==> config.mk <==
export PLATFORM = sky130hd
export DESIGN_NAME = gpio_irq_bank
export DESIGN_NICKNAME = d
export VERILOG_FILES = /design/src/rtl/gpio_irq_bank.sv
export SDC_FILE = /design/constraint.sdc
export NUM_CORES = 1
export LEC_CHECK = 0
export BUFFER_PORTS_ARGS = -buffer_cell sky130_fd_sc_hd__buf_2
export CORE_ASPECT_RATIO = 1.25
export CORE_MARGIN = 2
export CORE_UTILIZATION = 30
export DETAILED_ROUTE_END_ITERATION = 6
export PLACE_DENSITY = 0.54
export SYNTH_ARGS = -nofsm -noshare
export SYNTH_HDL_FRONTEND = slang
export SYNTH_SLANG_ARGS = --single-unit
==> constraint.sdc <==
create_clock -name clk -period 2.22 [get_ports clk]
set_input_delay 0.111 -clock clk [delete_from_list [all_inputs] [get_ports clk]]
set_output_delay 0.111 -clock clk [all_outputs]
set_load 0.05 [all_outputs]
==> src/rtl/gpio_irq_bank.sv <==
// GPIO bank: per-channel pad drive, input synchronizer, edge-triggered pending interrupts.
// Optional per-channel debounce filter is built in when GPIO_IRQ_DEBOUNCE_EN is defined.

module gpio_irq_lane #(
  parameter int SYNC_STAGES = 2
`ifdef GPIO_IRQ_DEBOUNCE_EN
  , parameter int DEB_CYCLES = 4
`endif
) (
  input  logic clk,
  input  logic rstn,
  input  logic pad_in,
  input  logic dir,
  input  logic out_val,
  input  logic irq_en,
  input  logic irq_pol,
  input  logic eoi,
  output logic pad_out,
  output logic pad_oe_n,
  output logic in_sync,
  output logic pending
);
  logic [SYNC_STAGES-1:0] sync_q;
  logic                   sync_out;
  logic                   prev_q;
  logic                   edge_det;

  always_ff @(posedge clk) begin
    if (!rstn) sync_q <= '0;
    else       sync_q <= {sync_q[SYNC_STAGES-2:0], pad_in};
  end

  assign sync_out = sync_q[SYNC_STAGES-1];

`ifdef GPIO_IRQ_DEBOUNCE_EN
  logic [7:0] deb_cnt;
  logic       deb_q;

  // Counter tracks consecutive cycles of disagreement; any agreement restarts it.
  always_ff @(posedge clk) begin
    if (!rstn) begin
      deb_cnt <= '0;
      deb_q   <= 1'b0;
    end else if (sync_out == deb_q) begin
      deb_cnt <= '0;
    end else if (deb_cnt == 8'(DEB_CYCLES - 1)) begin
      deb_cnt <= '0;
      deb_q   <= sync_out;
    end else begin
      deb_cnt <= deb_cnt + 8'd1;
    end
  end

  assign in_sync = deb_q;
`else
  assign in_sync = sync_out;
`endif

  assign edge_det = irq_pol ? (prev_q & ~in_sync) : (~prev_q & in_sync);

  // A qualifying edge beats a same-cycle eoi; mask/dir changes never clear pending.
  always_ff @(posedge clk) begin
    if (!rstn) begin
      prev_q   <= 1'b0;
      pending  <= 1'b0;
      pad_out  <= 1'b0;
      pad_oe_n <= 1'b1;
    end else begin
      prev_q   <= in_sync;
      pending  <= (edge_det & irq_en & ~dir) | (pending & ~eoi);
      pad_out  <= dir & out_val;
      pad_oe_n <= ~dir;
    end
  end
endmodule

module gpio_irq_bank #(
  parameter int NCH         = 16,
  parameter int SYNC_STAGES = 2,
  parameter int DEB_CYCLES  = 4
) (
  input  logic           clk,
  input  logic           rstn,
  input  logic [NCH-1:0] pad_in,
  output logic [NCH-1:0] pad_out,
  output logic [NCH-1:0] pad_oe_n,
  input  logic [NCH-1:0] dir,
  input  logic [NCH-1:0] out_val,
  input  logic [NCH-1:0] irq_en,
  input  logic [NCH-1:0] irq_pol,
  input  logic [NCH-1:0] eoi,
  output logic [NCH-1:0] in_sync,
  output logic [NCH-1:0] irq,
  output logic           irq_valid,
  output logic [4:0]     irq_id
);
  if (NCH < 1 || NCH > 32) begin : g_bad_nch
    $error("NCH out of range 1..32");
  end
  if (SYNC_STAGES < 2 || SYNC_STAGES > 4) begin : g_bad_sync
    $error("SYNC_STAGES out of range 2..4");
  end
  if (DEB_CYCLES < 1 || DEB_CYCLES > 255) begin : g_bad_deb
    $error("DEB_CYCLES out of range 1..255");
  end

  for (genvar i = 0; i < NCH; i++) begin : g_lane
    gpio_irq_lane #(
      .SYNC_STAGES(SYNC_STAGES)
`ifdef GPIO_IRQ_DEBOUNCE_EN
      , .DEB_CYCLES(DEB_CYCLES)
`endif
    ) u_lane (
      .clk     (clk),
      .rstn    (rstn),
      .pad_in  (pad_in[i]),
      .dir     (dir[i]),
      .out_val (out_val[i]),
      .irq_en  (irq_en[i]),
      .irq_pol (irq_pol[i]),
      .eoi     (eoi[i]),
      .pad_out (pad_out[i]),
      .pad_oe_n(pad_oe_n[i]),
      .in_sync (in_sync[i]),
      .pending (irq[i])
    );
  end

  assign irq_valid = |irq;

  // Scan high to low so the lowest pending index is the last (winning) write.
  always_comb begin
    irq_id = '0;
    for (int i = NCH - 1; i >= 0; i--) begin
      if (irq[i]) irq_id = 5'(i);
    end
  end
endmodule

==> summary.md <==
| Metric | Value |
|---|---|
| Worst Setup End Kind | `output pin` |
| Worst Path Buf+Inv | `1` |
| PostCTS Resize Cnt | `0` |
| Vias in the first global route | `approximately 2700` |
| Net Switching | `0.964 mW` |
| Logic pwr share | `0.128` |
| Seq/Total Area, Yosys | `0.521` |
| Area leader, netlist | `dfxtp_1` |
| Final Cycle Share | `0.793` |
| Highest-count cells in the layout ignoring fill and taps | `buf_2, dfxtp_1, and2_1, dlygate4sd3_1, nand2_1` |
| Worst Path Arrival | `about 1.7 ns` |
| GRT Resource Usage Total | `0.139` |
| Final Max Slew Viols | `0` |
| Sequential Power Share | `0.453` |
| Postcts setup bufs | `0` |
| Slowest Stage Delay on Critical Path | `between 0.3 and 0.4 ns` |
| Initial Util | `0.305` |
| CTS Buf Count | `9` |
| Area growth syn-to-layout | `36.3%` |
| Num rows | `45` |
| GR Overflow Total | `0` |
| Largest net degree at the start of global routing | `47` |
| Mapped Cells | `between 300 and 400` |
| Kind of critical path | `flip-flop to output pin` |
| RSZ-0062 raised after global routing | `no` |
| DRT Pass-1 Iters | `4` |
| Post-route insts no fill | `704` |
| CP Cell Sequence | `nor4_2 > nand3_1 > or3_1 > buf_2` |
| Syn_nets | `480` |
| Crit-path max FO | `5` |
| Worst min-delay path category | `input pin to flip-flop` |
| Clk buf depth | `2` |
| Iteration-0 DRC Markers | `85` |
| Most common cell after layout, fill and taps aside | `buf_2` |
| Fin crit period | `approximately 1.8 ns` |
| Fmax | `568 MHz` |
| Syn avg cell area | `about 9.7 µm²` |
| Status | `complete, no violations` |
| Initial antenna violation count | `2` |
| Total of max-cap violations | `0` |
| Ports | `roughly 170` |
| Area contributors post-synth | `dfxtp_1, buf_4, and2_1` |
| Setup violators final | `0` |
| Proportion of layout cells with a drive suffix above 1 | `0.340` |
| Die H | `between 100 and 150 µm` |
| Final Skew | `roughly 0.0048 ns` |
| DRC Markers | `0` |
| Final Hold Vio Count | `0` |
| I/O Buffers | `around 170` |
| Synthesized flop and latch total | `96` |
| ANT nets after route | `0` |
| Synth unique cells | `26` |
| WP data required | `between 2 and 2.5 ns` |
| Routed WL per cell | `approximately 13 µm` |
| Pleak | `approximately 2.3 nW` |
| PwrDens | `~800 mW/mm²` |
| Core area | `about 0.012 mm²` |
| Delay-heaviest family, CP | `simple AND/OR/NAND/NOR gates` |
| Startpoint Class | `flip-flop` |
| Clock sinks | `between 90 and 100` |
| Post-DP HPWL | `roughly 6700 µm` |
| VDD IR max | `0.346 mV` |
| First-pass GRT wire length | `about 13000 µm` |
| Die ar. | `roughly 0.013 mm²` |
| Worst reg2reg setup slack | `1.13 ns` |
| Slowest cell on the critical path | `dfxtp_1` |
| TritonCTS clock tree | `built` |
| Fin nets | `between 600 and 700` |
| Clock share of power | `0.418` |
| Switching Share | `0.241` |
| CTS H-tree lvls | `3` |
| Hold Buf Count CTS | `between 40 and 50` |
| Vias post-DR | `slightly below 3000` |
| Placed insts | `roughly 640` |
| Synth top area share | `0.521` |
| Post-Syn Area | `about 0.0037 mm²` |
| Clk Latency, worst-skew pair | `0.34 ns` |
| Int Power | `between 3 and 4 mW` |
| Root buf cell | `clkbuf_16` |
| Drt total wl | `roughly 9200 µm` |
| Clk slew on worst S/H paths | `about 0.060 ns` |
| Routed vias/inst | `between 4 and 5` |
| Setup tns final | `0 ns` |
| Yosys Warn Count | `0` |
| GPL Wtd Cong | `~0.81` |
| Die X | `103 µm` |
| Final hold slack | `approximately 0.036 ns` |
-- worst min-delay path, stage by stage --
cell      delay [ns]
buf_2           0.07
nand2b_1        0.08
a21boi_0        0.07
-- registers in the layout, summed over array words and instances (netlist names) --
| register | count |
|---|---|
| g_lane.u_lane.prev_q | 16 |
| g_lane.u_lane.pad_oe_n | 16 |
| g_lane.u_lane.pending | 16 |
| g_lane.u_lane.sync_q | 32 |
| g_lane.u_lane.pad_out | 16 |
-- area by class of cell --
type                       instances  area [µm²]
multi-input combinational        208        1230
antenna                            2        5.00
timing repair buffer             216        1340
clock inverter                     3        65.1
tap                              164         205
clock buffer                      12         256
sequential                        96        1920
fill                            1211        7070
inverter                           3        11.3
-- metal layers --
metal	up-vias	GRT usage	wire length (µm)
met4	0	0.0898	320
met1	1299	0.166	3990
met2	90	0.226	4470
li1	1488	-	-
met3	19	0.0256	387
met5	-	0	0
-- logic make-up after synthesis --
| kind of cell | Yosys count | synth area share |
|---|---|---|
| compound gates | 42 | 0.0762 |
| buf+inv | 78 | 0.147 |
| flops | 96 | 0.521 |
| simple gates | 165 | 0.256 |
| other cells | 1 | 0.00102 |
-- cells in the mapped netlist (all sizes together) --
cell / instances
dfxtp: 96
buf: 67
and2: 48
nand2: 37
nand2b: 31
and3: 17
o22ai: 17
a21boi: 16
nand3b: 16
clkbuf: 8
nor2: 8
a21oi: 3
inv: 3
a31oi: 2
nand3: 2
nor4: 2
o21ai: 2
conb: 1
nor2b: 1
nor3: 1
o311a: 1
o31ai: 1
or2b: 1
or3: 1
-- through the flow --
stage / setup slack, ns / cell area, µm² / power (mW) / utilization
6_report: 0.460 / 5030 / 4.00 / 0.416
4_1_cts: 0.448 / 5030 / 4.06 / 0.415
3_5_place_dp: 0.825 / 4230 / 2.30 / 0.349
5_1_grt: 0.353 / 5030 / 4.18 / 0.416
3_3_place_gp: 0.803 / 4230 / 2.30 / 0.349
2_1_floorplan: 0.574 / 3690 / 2.19 / -
-- path summary, 6_finish.rpt --
check / start / end / cells past startpoint
worst max-delay path: g_lane[7].u_lane.pending$_SDFF_PN0_ / irq_valid / 4
worst min-delay path: eoi[10] / g_lane[10].u_lane.pending$_SDFF_PN0_ / 3
worst max register to register: g_lane[2].u_lane.prev_q$_SDFF_PN0_ / g_lane[2].u_lane.pending$_SDFF_PN0_ / 4
worst min register to register: g_lane[10].u_lane.sync_q[0]$_SDFF_PN0_ / g_lane[10].u_lane.sync_q[1]$_SDFF_PN0_ / 1
-- power groups by stage --
stage / sequential (mW) / clock [mW] / combinational, mW
floorplan: 1.85 / 0 / 0.347
global placement: 1.85 / 0 / 0.450
detailed placement: 1.85 / 0 / 0.451
CTS: 1.81 / 1.73 / 0.516
global route: 1.82 / 1.80 / 0.553
finish: 1.81 / 1.67 / 0.514
Power figures use the tool's default switching activity.
